$ cat src/rtl/controle_pkg.sv
// Shared definitions for the ALU controller: FSM states, ALU operation codes
// and instruction field positions.
package controle_pkg;

  typedef enum logic [2:0] {
    ST_IDLE   = 3'd0,
    ST_READ   = 3'd1,
    ST_EXEC   = 3'd2,
    ST_WB     = 3'd3,
    ST_BRANCH = 3'd4
  } state_t;

  localparam logic [4:0] ALU_MOV  = 5'h00;
  localparam logic [4:0] ALU_ADD  = 5'h01;
  localparam logic [4:0] ALU_SUB  = 5'h02;
  localparam logic [4:0] ALU_MUL  = 5'h03;
  localparam logic [4:0] ALU_DIV  = 5'h04;
  localparam logic [4:0] ALU_AND  = 5'h05;
  localparam logic [4:0] ALU_OR   = 5'h06;
  localparam logic [4:0] ALU_XOR  = 5'h07;
  localparam logic [4:0] ALU_NOR  = 5'h08;
  localparam logic [4:0] ALU_REM  = 5'h09;
  localparam logic [4:0] ALU_SLT  = 5'h0A;
  localparam logic [4:0] ALU_SLTU = 5'h0B;
  localparam logic [4:0] ALU_SLL  = 5'h0C;
  localparam logic [4:0] ALU_SRL  = 5'h0D;
  localparam logic [4:0] ALU_SRA  = 5'h0E;
  localparam logic [4:0] ALU_LUI  = 5'h0F;
  localparam logic [4:0] ALU_MULH = 5'h10;
  localparam logic [4:0] ALU_BEQ  = 5'h11;
  localparam logic [4:0] ALU_BNE  = 5'h12;
  localparam logic [4:0] ALU_SGE  = 5'h13;
  localparam logic [4:0] ALU_LAST = ALU_SGE;

  localparam int OPC_MSB = 31;
  localparam int OPC_LSB = 26;
  localparam int RD_MSB  = 25;
  localparam int RD_LSB  = 21;
  localparam int RS_MSB  = 20;
  localparam int RS_LSB  = 16;
  localparam int RT_MSB  = 15;
  localparam int RT_LSB  = 11;
  localparam int SH_MSB  = 10;
  localparam int SH_LSB  = 6;
  localparam int IMM_MSB = 15;
  localparam int IMM_LSB = 0;

  function automatic logic [31:0] sext16(input logic [15:0] v);
    return {{16{v[15]}}, v};
  endfunction

endpackage

$ cat src/rtl/controle_ula_decodificador.sv
// Combinational opcode decoder: ALU operation, operand-B select and class flags.
module decodificador
  import controle_pkg::*;
(
  input  logic [5:0] i_opcode,
  output logic [4:0] o_alu_op,
  output logic       o_imm_sel,
  output logic       o_is_branch,
  output logic       o_is_div,
  output logic       o_illegal
);

  logic [4:0] w_op;

  assign w_op        = i_opcode[4:0];
  assign o_alu_op    = w_op;
  assign o_is_branch = (w_op == ALU_BEQ) || (w_op == ALU_BNE);
  // Branches always compare two registers, so the immediate bit is ignored.
  assign o_imm_sel   = i_opcode[5] && !o_is_branch;
  assign o_is_div    = (w_op == ALU_DIV) || (w_op == ALU_REM);
  assign o_illegal   = (w_op > ALU_LAST);

endmodule

$ cat src/rtl/controle_ula.sv
// Multi-cycle ALU controller: accepts one instruction, reads operands, drives
// the ALU, then performs register writeback or a branch redirect.
module controle_ula
  import controle_pkg::*;
#(
  parameter bit R0_WRITE_EN = 1'b0
)(
  input  logic        clock,
  input  logic        reset,
  input  logic        instr_valid,
  output logic        instr_ready,
  input  logic [31:0] instr,
  input  logic [31:0] pc_in,
  output logic [4:0]  rs_addr,
  output logic [4:0]  rt_addr,
  input  logic [31:0] rs_data,
  input  logic [31:0] rt_data,
  output logic [4:0]  alu_op,
  output logic [31:0] alu_a,
  output logic [31:0] alu_b,
  output logic [4:0]  alu_shamt,
  input  logic [31:0] alu_result,
  input  logic        alu_flag,
  output logic        wb_valid,
  input  logic        wb_ready,
  output logic [4:0]  wb_addr,
  output logic [31:0] wb_data,
  output logic        br_valid,
  output logic [31:0] br_target,
  output logic        err_illegal,
  output logic        err_div0,
  output logic        busy
);

  state_t      r_state, w_state;

  logic        r_instr_ready, w_instr_ready;
  logic        r_busy, w_busy;
  logic [4:0]  r_rs_addr, w_rs_addr;
  logic [4:0]  r_rt_addr, w_rt_addr;
  logic [4:0]  r_alu_op, w_alu_op;
  logic [31:0] r_alu_a, w_alu_a;
  logic [31:0] r_alu_b, w_alu_b;
  logic [4:0]  r_alu_shamt, w_alu_shamt;
  logic        r_wb_valid, w_wb_valid;
  logic [4:0]  r_wb_addr, w_wb_addr;
  logic [31:0] r_wb_data, w_wb_data;
  logic        r_br_valid, w_br_valid;
  logic [31:0] r_br_target, w_br_target;
  logic        r_err_illegal, w_err_illegal;
  logic        r_err_div0, w_err_div0;

  logic [4:0]  r_rd, w_rd;
  logic [4:0]  r_shamt, w_shamt;
  logic [15:0] r_imm, w_imm;
  logic [31:0] r_pc, w_pc;
  logic [4:0]  r_op, w_op;
  logic        r_imm_sel, w_imm_sel;
  logic        r_is_branch, w_is_branch;
  logic        r_is_div, w_is_div;
  logic        r_illegal, w_illegal;

  logic [4:0]  w_dec_op;
  logic        w_dec_imm_sel, w_dec_is_branch, w_dec_is_div, w_dec_illegal;

  decodificador u_dec (
    .i_opcode    (instr[OPC_MSB:OPC_LSB]),
    .o_alu_op    (w_dec_op),
    .o_imm_sel   (w_dec_imm_sel),
    .o_is_branch (w_dec_is_branch),
    .o_is_div    (w_dec_is_div),
    .o_illegal   (w_dec_illegal)
  );

  always_ff @(posedge clock or posedge reset) begin
    if (reset) r_state <= ST_IDLE;
    else       r_state <= w_state;
  end

  always_comb begin
    w_state       = r_state;
    w_rs_addr     = r_rs_addr;
    w_rt_addr     = r_rt_addr;
    w_alu_op      = r_alu_op;
    w_alu_a       = r_alu_a;
    w_alu_b       = r_alu_b;
    w_alu_shamt   = r_alu_shamt;
    w_wb_valid    = r_wb_valid;
    w_wb_addr     = r_wb_addr;
    w_wb_data     = r_wb_data;
    w_br_valid    = 1'b0;
    w_br_target   = r_br_target;
    w_err_illegal = 1'b0;
    w_err_div0    = 1'b0;
    w_rd          = r_rd;
    w_shamt       = r_shamt;
    w_imm         = r_imm;
    w_pc          = r_pc;
    w_op          = r_op;
    w_imm_sel     = r_imm_sel;
    w_is_branch   = r_is_branch;
    w_is_div      = r_is_div;
    w_illegal     = r_illegal;

    case (r_state)
      // IDLE -> READ: capture instruction fields and present register addresses
      ST_IDLE: begin
        if (instr_valid && r_instr_ready) begin
          w_rd          = instr[RD_MSB:RD_LSB];
          w_shamt       = instr[SH_MSB:SH_LSB];
          w_imm         = instr[IMM_MSB:IMM_LSB];
          w_pc          = pc_in;
          w_op          = w_dec_op;
          w_imm_sel     = w_dec_imm_sel;
          w_is_branch   = w_dec_is_branch;
          w_is_div      = w_dec_is_div;
          w_illegal     = w_dec_illegal;
          w_rs_addr     = instr[RS_MSB:RS_LSB];
          w_rt_addr     = instr[RT_MSB:RT_LSB];
          w_err_illegal = w_dec_illegal;
          w_state       = ST_READ;
        end
      end
      // READ -> EXEC: register-file data becomes the ALU operands
      ST_READ: begin
        if (r_illegal) begin
          w_state = ST_IDLE;
        end else begin
          w_alu_op    = r_op;
          w_alu_a     = rs_data;
          w_alu_b     = r_imm_sel ? sext16(r_imm) : rt_data;
          w_alu_shamt = r_shamt;
          w_state     = ST_EXEC;
        end
      end
      // EXEC -> WB/BRANCH/IDLE: latch ALU result and flag
      ST_EXEC: begin
        if (r_is_div && (r_alu_b == 32'd0)) begin
          w_err_div0 = 1'b1;
          w_state    = ST_IDLE;
        end else if (r_is_branch) begin
          w_br_valid = alu_flag;
          if (alu_flag) w_br_target = r_pc + 32'd1 + sext16(r_imm);
          w_state = ST_BRANCH;
        end else if ((r_rd == 5'd0) && !R0_WRITE_EN) begin
          w_state = ST_IDLE;
        end else begin
          w_wb_valid = 1'b1;
          w_wb_addr  = r_rd;
          w_wb_data  = alu_result;
          w_state    = ST_WB;
        end
      end
      ST_WB: begin
        if (wb_ready) begin
          w_wb_valid = 1'b0;
          w_state    = ST_IDLE;
        end
      end
      ST_BRANCH: w_state = ST_IDLE;
      default:   w_state = ST_IDLE;
    endcase

    w_instr_ready = (w_state == ST_IDLE);
    w_busy        = (w_state != ST_IDLE);
  end

  always_ff @(posedge clock or posedge reset) begin
    if (reset) begin
      r_instr_ready <= 1'b1;
      r_busy        <= 1'b0;
      r_rs_addr     <= '0;
      r_rt_addr     <= '0;
      r_alu_op      <= '0;
      r_alu_a       <= '0;
      r_alu_b       <= '0;
      r_alu_shamt   <= '0;
      r_wb_valid    <= 1'b0;
      r_wb_addr     <= '0;
      r_wb_data     <= '0;
      r_br_valid    <= 1'b0;
      r_br_target   <= '0;
      r_err_illegal <= 1'b0;
      r_err_div0    <= 1'b0;
      r_rd          <= '0;
      r_shamt       <= '0;
      r_imm         <= '0;
      r_pc          <= '0;
      r_op          <= '0;
      r_imm_sel     <= 1'b0;
      r_is_branch   <= 1'b0;
      r_is_div      <= 1'b0;
      r_illegal     <= 1'b0;
    end else begin
      r_instr_ready <= w_instr_ready;
      r_busy        <= w_busy;
      r_rs_addr     <= w_rs_addr;
      r_rt_addr     <= w_rt_addr;
      r_alu_op      <= w_alu_op;
      r_alu_a       <= w_alu_a;
      r_alu_b       <= w_alu_b;
      r_alu_shamt   <= w_alu_shamt;
      r_wb_valid    <= w_wb_valid;
      r_wb_addr     <= w_wb_addr;
      r_wb_data     <= w_wb_data;
      r_br_valid    <= w_br_valid;
      r_br_target   <= w_br_target;
      r_err_illegal <= w_err_illegal;
      r_err_div0    <= w_err_div0;
      r_rd          <= w_rd;
      r_shamt       <= w_shamt;
      r_imm         <= w_imm;
      r_pc          <= w_pc;
      r_op          <= w_op;
      r_imm_sel     <= w_imm_sel;
      r_is_branch   <= w_is_branch;
      r_is_div      <= w_is_div;
      r_illegal     <= w_illegal;
    end
  end

  assign instr_ready = r_instr_ready;
  assign busy        = r_busy;
  assign rs_addr     = r_rs_addr;
  assign rt_addr     = r_rt_addr;
  assign alu_op      = r_alu_op;
  assign alu_a       = r_alu_a;
  assign alu_b       = r_alu_b;
  assign alu_shamt   = r_alu_shamt;
  assign wb_valid    = r_wb_valid;
  assign wb_addr     = r_wb_addr;
  assign wb_data     = r_wb_data;
  assign br_valid    = r_br_valid;
  assign br_target   = r_br_target;
  assign err_illegal = r_err_illegal;
  assign err_div0    = r_err_div0;

endmodule

$ cat config.mk
export PLATFORM = sky130hd
export DESIGN_NAME = controle_ula
export DESIGN_NICKNAME = d
export VERILOG_FILES = /design/src/rtl/controle_pkg.sv /design/src/rtl/controle_ula_decodificador.sv /design/src/rtl/controle_ula.sv
export SDC_FILE = /design/constraint.sdc
export NUM_CORES = 1
export LEC_CHECK = 0
export CORE_ASPECT_RATIO = 1.75
export CORE_MARGIN = 10
export CORE_UTILIZATION = 42
export DETAILED_ROUTE_END_ITERATION = 10
export HOLD_SLACK_MARGIN = 0.1
export PLACE_DENSITY = 0.77
export SYNTH_ARGS = -nofsm -noshare
export SYNTH_HDL_FRONTEND = slang
export SYNTH_SLANG_ARGS = --single-unit
export TNS_END_PERCENT = 30
$ cat constraint.sdc
create_clock -name clock -period 6.8 [get_ports clock]
set_input_delay 1.36 -clock clock [delete_from_list [all_inputs] [get_ports clock]]
set_output_delay 1.36 -clock clock [all_outputs]
set_load 0.05 [all_outputs]
==> run summary <==
The compound-gate portion of the synthesized area is about 11%. The number of buffers inserted for hold repair after clock tree synthesis came out at 0. The number of port buffers is 323.

The endpoint kind of the worst setup timing path is an output port. The count of buffers added by post-CTS timing repair for setup is 0. After detailed routing, the number of vias per cell comes to between 5 and 6.

The peak supply drop is 0.350 mV. The standby leakage power came out at between 6 and 7 nW. The most critical setup path has its startpoint at rt_addr[4]$_DFFE_PP0P_.

Counting the buffers created by CTS gives 21. During I/O placement, the number of pins put on the boundary was 324. Setup repair after global routing left no endpoint under its margin. The simple-gate area share of the yosys netlist came out at between 10% and 20%.

The number of filler instances in the final layout is ~2,000. The setup check on the worst reg-to-reg path leaves a slack of between 3 and 4 ns. The highest fanout seen on the critical path is 20. The post-route DRC violation count came out at 0. The post-synthesis instance total is approximately 980. The count of different cell masters after synthesis is 57. The remaining antenna violation count came out at 0. The signal on the critical path passes through buf_4 > clkdlybuf4s50_1. The final count of pins violating max slew came out at 0. The area of the placeable core is approximately 0.024 mm2. The global-route wire length before repair came out at between 40 and 50 mm.

After synthesis, the mean cell area works out to between 10 and 15 um2. The share of the Yosys chip area taken by registers is between 50% and 60%. In this run the critical register-to-register path is launched from r_imm[0]$_DFFE_PP0P_.

The pin count of the biggest net entering global routing is ~110. The post-cts sizing count came out at 0. For the final routed database, the setup TNS stands at 0 ns. The H-tree level count is 1.

The count of state elements after synthesis came out at 219. The first detailed-routing pass took 5 iterations. The arithmetic-cell share of the synthesized area counting full adders, half adders and majority gates came out at 4.05%. The post-layout net count came out at around 1,500. The area enclosed by the die boundary is ~0.031 mm2. The starting utilization of the core area is a little over two fifths. The residual overflow from global routing is 0.

The slowest stage of the critical path belongs to the cell clkdlybuf4s50_1. The total nets after synthesis came out at roughly 1,200. The overall track demand over capacity in global routing is about 20%. By area, the combinational part of the netlist is dominated by simple AND/OR/NAND/NOR gates. The area used by multi-input combinational logic came out at roughly 0.0043 mm2. For this run, asynchronously set or reset flops after synthesis account for 100%.

Summing every instance area after synthesis gives ~0.010 mm2. The number of global-route vias before repair came to 8,663. The area overhead of the layout relative to synthesis is 41.8%. The via count is slightly above 8,000. For this run, the number of Yosys warnings is 0. The slew at the pin closest to its max-slew limit came out at 1.12 ns. The number of placement rows is 74. In the layout the commonest cells are clkdlybuf4s50_1, nand2_1, dfrtp_1.

The share of cell area taken by muxes after synthesis is 10.6%. Data on the critical path is required at its endpoint by around 5.4 ns. The initial detailed-routing violation count is 352. The clock tree root buffer cell is clkbuf_16.

The total setup violations reported at the end of the flow came out at 0. The sequential cells in the finished layout cover a total of approximately 0.0055 mm2. After clock tree synthesis, the clock-pin slew on the worst setup and hold paths is ~0.070 ns. The detailed-placement wirelength estimate is 24.2 mm.

The hold violation count in the final report is 0. The depth of the worst register-to-register path came out at 12. After detailed routing, the average wire length per cell comes to 19.9 um. The fraction of layout cells with a size suffix above 1 is between 10% and 20%.

The worst hold path belongs to the class flip-flop to flip-flop. The critical path capture point is rt_addr[4]. The routability congestion estimate is 0.906.

The die outline height is roughly 220 um. The number of buffers between clock root and the deepest sink came out at 3. Clock tree synthesis found a total of between 200 and 250 sinks. TritonCTS built the clock tree.

At the worst endpoint, the arrival time is 2.02 ns. In this run the power density over the cells is ~610 mW/mm2. The endpoint identified for the worst register-to-register timing path is br_target[30]$_DFFE_PP0P_. The run finished with clean final reports. The clock period could shrink to roughly 3.4 ns. The XOR/XNOR share of the synthesized area is ~2.7%. For the final database, setup skew stands at about 0.011 ns. The number of antenna violations at the first check in global routing is 3. At the later pin of the worst-skew pair, clock insertion delay measures approximately 0.5 ns. The floorplan step set the die width to around 140 um. The post-route clock period utilization came out at between 40% and 50%.

In this design, the stage delay of the slowest critical-path cell is 0.90 ns. The number of standard cells in the layout, taps in and fillers out is 1,601. The fmax is ~300 MHz. The tool flagged a number of max-cap violations equal to 0.

Leaving out fill and tap cells, the most frequent cell in the layout is clkdlybuf4s50_1. Among all flip-flop cells after synthesis, the most frequent one is dfrtp_1. Headroom to the max-slew limit came out at 25.3%. The count of flip-flops with a built-in enable after synthesis is 0. The critical path is of the flip-flop to output port type.

The overall routed net length is between 30 and 40 mm. The post-placement cell count came out at between 1,500 and 2,000. The kind of start point of the critical path is a flip-flop.
-- flip-flops by register name, summed over array words and instances, names as in the netlist, 3 cells and up --
signal and cells:
alu_a 32, alu_b 32, alu_op 5, alu_shamt 5
br_target 32, r_imm 7, r_op 5, r_pc 32
r_rd 5, r_shamt 4, r_state 3, rs_addr 5
rt_addr 5, wb_addr 5, wb_data 32
-- cell families (layout without fill, tap and decap cells) --
logic type	count (synthesis)	after routing
multiplexers	96	96
AO/OA/AOI/OAI	182	182
flip-flops	219	219
XOR/XNOR	31	31
buffers and inverters	71	383
adder cells (fa/ha/maj)	32	32
AND/OR/NAND/NOR	351	351
other	0	3
-- layout make-up --
cell class              instances  share of cell area (%)
flip-flops and latches        219                    38.4
well taps                     304                    2.66
diodes                          3                  0.0526
clock inverters                 8                   0.842
repair buffers                331                    23.2
multi-input cells             692                    30.3
clock buffers                  28                    4.15
inverters                      16                   0.447
-- worst max-delay path, delay by kind of cell (launching register included) --
family	cells	cell delay (ns)
buffers and inverters	2	1.18
flip-flops	1	0.32
-- through the flow --
stage	util, %	setup slack [ns]	hold WS [ns]	area, um2	power, mW
2_1_floorplan	-	2.59	0.435	10100	5.80
3_3_place_gp	57.6	3.44	0.459	13600	7.37
3_5_place_dp	57.6	3.38	0.468	13600	7.45
4_1_cts	60.7	3.39	0.483	14300	8.72
5_1_grt	60.7	3.35	0.503	14300	9.13
6_report	60.7	3.42	0.477	14300	8.64
-- worst min path at each step --
stage / from / to / slack (ns) / depth (start not counted)
2_1_floorplan: r_is_div$_DFFE_PP0P_ / r_is_div$_DFFE_PP0P_ / 0.44 / 2
3_3_place_gp: rs_addr[2]$_DFFE_PP0P_ / rs_addr[2]$_DFFE_PP0P_ / 0.46 / 2
3_5_place_dp: r_pc[19]$_DFFE_PP0P_ / r_pc[19]$_DFFE_PP0P_ / 0.47 / 2
4_1_cts: r_pc[7]$_DFFE_PP0P_ / r_pc[7]$_DFFE_PP0P_ / 0.48 / 2
5_1_grt: br_target[6]$_DFFE_PP0P_ / br_target[6]$_DFFE_PP0P_ / 0.50 / 2
6_report: r_op[4]$_DFFE_PP0P_ / r_op[4]$_DFFE_PP0P_ / 0.48 / 2
-- report_power, final --
| group | total [mW] | switching, mW | leakage (nW) | internal [mW] |
|---|---|---|---|---|
| Clock | 1.22 | 0.500 | 0.346 | 0.725 |
| Sequential | 2.37 | 0.443 | 2.68 | 1.92 |
| Combinational | 5.05 | 3.20 | 3.32 | 1.85 |
-- Yosys cell counts, types with 4 or more instances --
cell	instances	area (um2)
dfrtp_1	218	5460
clkbuf_1	41	154
xnor2_1	17	149
a21oi_1	83	415
o21ai_1	8	40.0
nor4_1	7	43.8
a31oi_1	4	25.0
o21bai_1	5	37.5
a21o_1	16	120
nand4_1	10	62.6
buf_4	5	37.5
and3_1	4	25.0
nand2_1	241	905
ha_1	31	388
nand3_1	11	55.1
nor3_1	4	20.0
inv_1	15	56.3
nor2_1	51	191
buf_1	6	22.5
o31ai_1	4	30.0
o21ai_0	39	195
o211ai_1	5	37.5
mux2_2	81	912
and2_1	4	25.0
xor2_1	14	123
mux2i_1	15	150
-- metal layers --
metal  wire (um)  GRT usage, %  share of wire [%]
met1       11200          20.8                 35
met5           0             0                  0
met2       17500          36.9                 55
met4         934          7.51                2.9
met3        2220          5.45                7.0
No activity file was read; power rests on OpenSTA's default activity.
